$ cat src/rtl/word_fetcher.sv
// word_fetcher: grabs a random index, reads one word from a synchronous ROM and streams it
// character by character over valid/ready. Define WORD_FETCH_NO_REPEAT_EN to re-grab repeated indices.
module word_fetcher #(
    parameter int WORD_LEN  = 5,
    parameter int CHAR_W    = 8,
    parameter int NUM_WORDS = 100
) (
    input  logic                         clk,
    input  logic                         reset_n,
    input  logic                         start,
    output logic                         grab_word,
    input  logic [6:0]                   random_num,
    output logic [6:0]                   rom_addr,
    input  logic [WORD_LEN*CHAR_W-1:0]   rom_data,
    output logic [CHAR_W-1:0]            char_out,
    output logic [2:0]                   char_idx,
    output logic                         char_valid,
    input  logic                         char_ready,
    output logic                         word_done,
    output logic                         busy,
    output logic                         range_err
);

    typedef enum logic [2:0] {
        S_IDLE,
        S_GRAB,
        S_SETTLE,
        S_ADDR,
        S_READ,
        S_EMIT,
        S_DONE
    } state_e;

    localparam logic [2:0] LAST_IDX = 3'(WORD_LEN - 1);

    state_e                       state_q, state_d;
    logic [6:0]                   rom_addr_q, rom_addr_d;
    logic [WORD_LEN*CHAR_W-1:0]   word_q, word_d;
    logic [2:0]                   char_idx_q, char_idx_d;
    logic                         range_err_q, range_err_d;

    logic                         in_range;
    logic [6:0]                   index_calc;
    logic                         repeat_hit;

    assign in_range   = (random_num != 7'd0) && (int'(random_num) <= NUM_WORDS);
    assign index_calc = in_range ? (random_num - 7'd1) : 7'd0;

`ifdef WORD_FETCH_NO_REPEAT_EN
    logic [6:0] prev_idx_q, prev_idx_d;
    logic [1:0] regrab_q, regrab_d;

    // 7'h7F can never match a legal index, so the first word is always accepted.
    assign repeat_hit = (index_calc == prev_idx_q) && (regrab_q != 2'd3);

    always_comb begin
        prev_idx_d = prev_idx_q;
        regrab_d   = regrab_q;
        if ((state_q == S_IDLE) && start) begin
            regrab_d = 2'd0;
        end
        if (state_q == S_ADDR) begin
            if (repeat_hit) begin
                regrab_d = regrab_q + 2'd1;
            end else begin
                prev_idx_d = index_calc;
            end
        end
    end

    always_ff @(posedge clk) begin
        if (!reset_n) begin
            prev_idx_q <= 7'h7F;
            regrab_q   <= 2'd0;
        end else begin
            prev_idx_q <= prev_idx_d;
            regrab_q   <= regrab_d;
        end
    end
`else
    assign repeat_hit = 1'b0;
`endif

    always_comb begin
        // NOTE: every signal gets its hold value first so no path through the case infers a latch.
        state_d     = state_q;
        rom_addr_d  = rom_addr_q;
        word_d      = word_q;
        char_idx_d  = char_idx_q;
        range_err_d = range_err_q;

        case (state_q)
            S_IDLE: begin
                if (start) begin
                    state_d     = S_GRAB;
                    range_err_d = 1'b0;
                end
            end
            S_GRAB:   state_d = S_SETTLE;
            S_SETTLE: state_d = S_ADDR;
            S_ADDR: begin
                rom_addr_d = index_calc;
                if (!in_range) begin
                    range_err_d = 1'b1;
                end
                state_d = repeat_hit ? S_GRAB : S_READ;
            end
            S_READ: begin
                word_d     = rom_data;
                char_idx_d = 3'd0;
                state_d    = S_EMIT;
            end
            S_EMIT: begin
                if (char_ready) begin
                    if (char_idx_q == LAST_IDX) begin
                        state_d = S_DONE;
                    end else begin
                        char_idx_d = char_idx_q + 3'd1;
                    end
                end
            end
            S_DONE:   state_d = S_IDLE;
            default:  state_d = S_IDLE;
        endcase
    end

    always_ff @(posedge clk) begin
        // NOTE: reset is sampled on the clock edge, and the word register is cleared with the rest.
        if (!reset_n) begin
            state_q     <= S_IDLE;
            rom_addr_q  <= 7'd0;
            word_q      <= '0;
            char_idx_q  <= 3'd0;
            range_err_q <= 1'b0;
        end else begin
            // NOTE: non-blocking updates keep every register sampling pre-edge values.
            state_q     <= state_d;
            rom_addr_q  <= rom_addr_d;
            word_q      <= word_d;
            char_idx_q  <= char_idx_d;
            range_err_q <= range_err_d;
        end
    end

    // Character 0 sits in the MSBs of the ROM word.
    always_comb begin
        char_out = '0;
        for (int i = 0; i < WORD_LEN; i++) begin
            if (char_idx_q == 3'(i)) begin
                char_out = word_q[(WORD_LEN-1-i)*CHAR_W +: CHAR_W];
            end
        end
    end

    // The address is live during ADDR so the ROM samples it on the ADDR->READ edge.
    assign rom_addr   = (state_q == S_ADDR) ? index_calc : rom_addr_q;
    assign grab_word  = (state_q == S_GRAB);
    assign char_valid = (state_q == S_EMIT);
    assign word_done  = (state_q == S_DONE);
    assign busy       = (state_q != S_IDLE);
    assign char_idx   = char_idx_q;
    assign range_err  = range_err_q;

endmodule
$ cat config.mk
export PLATFORM = sky130hd
export DESIGN_NAME = word_fetcher
export DESIGN_NICKNAME = d
export VERILOG_FILES = /design/src/rtl/word_fetcher.sv
export SDC_FILE = /design/constraint.sdc
export NUM_CORES = 1
export LEC_CHECK = 0
export CORE_UTILIZATION = 40
export DETAILED_ROUTE_END_ITERATION = 6
export HOLD_SLACK_MARGIN = 0.05
export PLACE_DENSITY = 0.73
export SYNTH_ARGS = -nofsm -noshare
export SYNTH_HDL_FRONTEND = slang
export SYNTH_SLANG_ARGS = --single-unit
$ cat constraint.sdc
create_clock -name clk -period 3.4 [get_ports clk]
set_clock_uncertainty 0.15 [all_clocks]
set_input_delay 0.34 -clock clk [delete_from_list [all_inputs] [get_ports clk]]
set_output_delay 0.34 -clock clk [all_outputs]
set_load 0.01 [all_outputs]
* Word-level counts from Yosys, hierarchy flattened
Cells that the tools add are included.
Cells by class: $add $sub $neg 2, order comparisons 1, equality and inequality tests 15, multiplexer cells 17, reductions and logical operators 10
Operators with widths (number):
- 8-bit two-way mux | 5
- 3-bit one-hot mux with 6 select lines | 1
- 3-bit two-way mux | 5
- 7-bit two-way mux | 2
- 3-bit by 2-bit equality test with 1-bit output, second input constant | 4
- 3-bit equality test, second input constant | 4
- 3-bit AND reduction | 3
- 7-bit less-or-equal comparator, second input constant | 1
- 7-bit nonzero test | 1
- 7-bit by 1-bit subtractor with 7-bit output, second input constant | 1
- 3-bit by 1-bit equality test with 1-bit output, second input constant | 2
- 3-bit zero test | 2
- 2-bit inequality test, second input constant | 3
- 3-bit one-hot mux with 2 select lines | 1
- 2-bit by 1-bit inequality test with 1-bit output, second input constant | 2
- 2-bit nonzero test | 2
- 3-bit by 1-bit adder with 3-bit output, second input constant | 1
- 3-bit nonzero test | 1
- 1-bit two-way mux | 2
- 1-bit one-hot mux with 2 select lines | 1
- 1-bit logical AND | 1
Word-level totals: flip-flop bits (word level) 54, input port bits 51, output and inout bits 23

* Longest topological paths before layout
Gate-level depths: netlist of run 1.
depth in word-level cells 6, gate-level depth with buffers 7, depth with buffers taken out 6

* Worst setup path after synthesis of run 1
No wires, ideal clock.
kind reg-to-output, start reg char_idx_q[0] (netlist: char_idx[0]), end out char_out[6], arrival 1.646 ns, data required time 2.910 ns, path slack 1.264 ns, stages on the path, launching flop included 7, path through dfxtp_1 ha_1 ha_1 buf_1 nor2_1 a32oi_1 o21ai_0
Between the ends: longest elaborated chain between the ends 6, elaborated cells between the ends (all ways) 10, classes of those cells eq/ne (4); mux (5); reduce/logical (1)
Ends and longest elaborated chain:
- from (decl) | RTL line 39 | logic [2:0] char_idx_q, char_idx_d;
- from (signal assigned) | RTL line 140 | char_idx_q <= char_idx_d;
- 3-bit zero test | RTL line 149 | if (char_idx_q == 3'(i)) begin
- 8-bit two-way mux (4 in a row) | RTL line 149
- 8-bit two-way mux (*) | RTL line 149
- to (decl) | RTL line 15 | output logic [CHAR_W-1:0] char_out,
Mark *: on every way between the ends. The rest lies on a longest branch, timed or not.

* Final worst setup path of run 1
start in random_num[0], end out rom_addr[3]
Between the ends: longest elaborated chain between the ends 4, elaborated cells between the ends (all ways) 6, classes of those cells add/sub (1); order compare (1); mux (2); reduce/logical (2)
Ends and longest elaborated chain:
- from (decl) | RTL line 12 | input logic [6:0] random_num,
- 7-bit less-or-equal comparator / 7-bit nonzero test (equally long branches) | RTL line 46 | assign in_range = (random_num != 7'd0) && (int'(random_num) <= NUM_WORDS);
- 1-bit logical AND | RTL line 46
- 7-bit two-way mux (*) | RTL line 47 | assign index_calc = in_range ? (random_num - 7'd1) : 7'd0;
- 7-bit two-way mux (*) | RTL line 156 | assign rom_addr = (state_q == S_ADDR) ? index_calc : rom_addr_q;
- to (decl) | RTL line 13 | output logic [6:0] rom_addr,
Marked as above.

==> impl_metrics.py, run 1 <==
metrics = {
    "global_route": {
        "grt_first_pass_wirelength_um": 10300,
        "antenna_found_initial": 0,
        "grt.overflow.total": 0,
        "grt_usage_pct": 20.0,
        "grt_pass1_vias": 2262,
        "grt_max_degree": 41,
    },
    "route": {
        "vias": 2445,
        "wl_per_cell_um": 13.6,
        "finalWirelength_um": 6510,
        "detail_route.vias_per_cell": 5.13,
        "drc": 0,
        "ant_nets": 0,
        "drtIter0Drc": 210,
        "drt-pass1-iter-count": 5,
    },
    "synth": {
        "synthDominantCellAreaShare_pct": 41.9,
        "muxShareOfSynthArea_pct": 1.55,
        "yosysSeqAreaShare_pct": 41.9,
        "synth_cell_type_count": 37,
        "synth_area_per_cell_um2": 7.52,
        "yosys.area_share.simple_pct": 25.8,
        "netlist_area_um2": 2580,
        "yosys.area_share.adder_pct": 2.91,
        "synth_warnings": 0,
        "synthTopCellsByArea": "dfxtp_1 42%, nand2_1 15%, a21oi_1 10%",
        "synthArstFlopShare_pct": 0,
        "yosysTopAreaCell": "dfxtp_1",
        "synth_compound_gate_area_share_pct": 21.7,
        "synth_top_family_by_area": "simple AND/OR/NAND/NOR gates",
        "synth_xor_area_share_pct": 1.02,
        "synth_ff_type": "dfxtp_1",
        "synth_edf_count": 0,
        "synth_cells": 343,
        "synth.ff_latch_count": 54,
        "synth_fp_nets": 400,
        "synth_commonest_cells": "105 x nand2_1, 54 x dfxtp_1, 53 x a21oi_1",
        "yosysMostFrequentCell": "nand2_1",
    },
    "clock_tree": {
        "cts.sinks": 54,
        "cts-hold-fix-buffers": 0,
        "cts_max_path_buffers": 2,
        "cts.clk_slew.worst_paths_ps": 90,
        "cts_tree": "built",
        "htree_levels": 2,
        "clock_latency_ps": 300,
        "cts_root_buf": "clkbuf_8",
        "cts_buffers": 5,
    },
    "die": {
        "die_h_um": 82.3,
        "die_area_um2": 6770,
        "start_util_pct": 42.6,
        "die-width_um": 82.3,
        "core_area_um2": 6060,
        "rows": 28,
        "ios": 74,
    },
    "worst_hold_path": {
        "hp-class": "reg -> reg",
    },
    "placed_design": {
        "io_buffers": 73,
        "place.gp.congestion": 0.891,
        "hpwl_um": 4650,
        "dp_cells": 469,
    },
    "layout": {
        "nNetsFinal": 458,
        "drive_above_1_share_pct": 4.73,
        "syn_to_final_growth_pct": 32.8,
        "layout.cells.non_filler": 477,
        "fillCellCount": 572,
        "antenna_cells": 0,
    },
    "setup_path": {
        "required_ps": 2910,
        "critPathMaxFanout": 6,
        "cp_slowest_cell": "or4_1",
        "max_stage_delay_ps": 530,
        "cp_common_cell": "clkdlybuf4s50_1",
        "start_kind": "input port",
        "arrival_ps": 2680,
        "endpoint_kind": "primary output",
        "critical_path_class": "in -> out",
        "path_cells": "clkdlybuf4s50_1, inv_1, ha_1, nor2b_4, o311a_4, or4_1, nand2_1, clkdlybuf4s50_1",
    },
    "pwr": {
        "power_uw": 1180,
        "pwr-share-clk_pct": 30.8,
        "sw_frac_of_total_pct": 23.4,
        "powerDensity_nw_per_um2": 344,
        "seqPwrFrac_pct": 55.8,
        "p_sw_uw": 275,
        "p_int_uw": 902,
        "power_leakage_uw": 0.00115,
        "peakVddDrop_uv": 204,
        "p_comb_share_pct": 13.5,
    },
    "sta": {
        "setup_violations": 0,
        "max_slew_margin_pct": 51.0,
        "timing.hold.ws_ps": 307,
        "setup-tns-final_ps": 0,
        "fmax_ghz": 0.315,
        "tightest_slew_ps": 735,
        "rsz0062_at_grt": "false",
        "finalMaxSlewViolations": 0,
        "min_period_ps": 3170,
        "fin_crit_sh_pct": 93.4,
        "hold_viol": 0,
    },
    "job": {
        "maxCapViolCount": 0,
    },
    "run_status": {
        "outcome": "finished clean",
    },
}
==> path summary, 6_finish.rpt <==
check	end	depth (start not counted)	slack, ps	from
setup / recovery	rom_addr[3]	8	230	random_num[0]
hold / removal	word_q[23]	2	310	word_q[23]
setup reg to reg	char_idx[2]	6	1320	char_idx[0]
hold reg to reg	word_q[23]	2	310	word_q[23]
==> critical path, delay by kind of cell <==
family | cells | cell delay [ps]
AOI/OAI and AO/OA | 1 | 340
buffers and inverters | 3 | 1080
and+or+nand+nor | 3 | 690
adders and majority gates | 1 | 250
==> cells by family (layout without fill, tap and decap cells) <==
group                      after synthesis  count (layout)
xor gates and xnor gates                 3               3
and+or+nand+nor                        149             149
adders and majority gates                6               6
DFF                                     54              54
buffers and inverters                   34              93
muxes                                    4               4
AOI/OAI and AO/OA                       93              93
==> cell type report <==
cell class	count	area (um2)	share of cell area [%]
repair buffers	76	753	22.0
inverters	9	33.8	0.986
clock inverters	1	5.00	0.146
well taps	75	93.8	2.74
flip-flops and latches	54	1080	31.6
multi-input cells	255	1370	40.1
clock buffers	7	86.3	2.52
==> per-stage QoR <==
step	area, um2	setup WS (ps)	utilization, %
3_5_place_dp	3330	243	55.0
3_3_place_gp	3330	306	55.0
4_1_cts	3420	193	56.5
5_1_grt	3430	144	56.5
6_report	3430	226	56.5
2_1_floorplan	2580	1260	-
==> power by group through the flow <==
stage / clock, uW / sequential (uW) / combinational [uW]
floorplan: 0 / 664 / 71.9
global placement: 0 / 671 / 155
detailed placement: 0 / 671 / 158
CTS: 372 / 656 / 159
global route: 393 / 659 / 171
finish: 362 / 656 / 159
==> state kept, by name, indices dropped and copies added (netlist names) <==
| register | flops |
|---|---|
| word_q | 40 |
| rom_addr_q | 7 |
| char_idx | 3 |
| state_q | 3 |
| range_err | 1 |
==> cells in the final DEF (no fill, tap or decap), types with 4 or more instances in the layout <==
cell type,n
nand2_1,105
clkdlybuf4s50_1,73
dfxtp_1,54
a21oi_1,53
o21ai_0,18
nor2_1,11
inv_1,9
nand2b_1,9
a32oi_1,8
ha_1,6
clkbuf_8,6
and2_1,5
mux2i_1,4
==> what timing repair did <==
| action | in CTS | in global routing |
|---|---|---|
| setup buffers | 0 | 0 |
| resized for setup | 0 | 1 |
| endpoints found under the setup margin | 0 | 1 |
==> per-layer routing <==
| metal | vias to the layer above | global-route usage (%) | wire, um |
|---|---|---|---|
| met2 | 72 | 31.6 | 2960 |
| met1 | 1092 | 26.8 | 3120 |
| met5 | - | 0 | 0 |
| met3 | 13 | 2.86 | 263 |
| met4 | 0 | 9.47 | 164 |
| li1 | 1268 | - | - |
No activity file was read; power rests on OpenSTA's default activity.
==> run 2: changes to the inputs <==
--- a/config.mk
+++ b/config.mk
@@ -7,6 +7,7 @@
 export LEC_CHECK = 0
 export CORE_UTILIZATION = 40
 export DETAILED_ROUTE_END_ITERATION = 6
+export GPL_ROUTABILITY_DRIVEN = 0
 export HOLD_SLACK_MARGIN = 0.05
 export PLACE_DENSITY = 0.73
 export SYNTH_ARGS = -nofsm -noshare
==> results of run 2 <==
Final layout, timing and power as in run 1 (identical DEF).
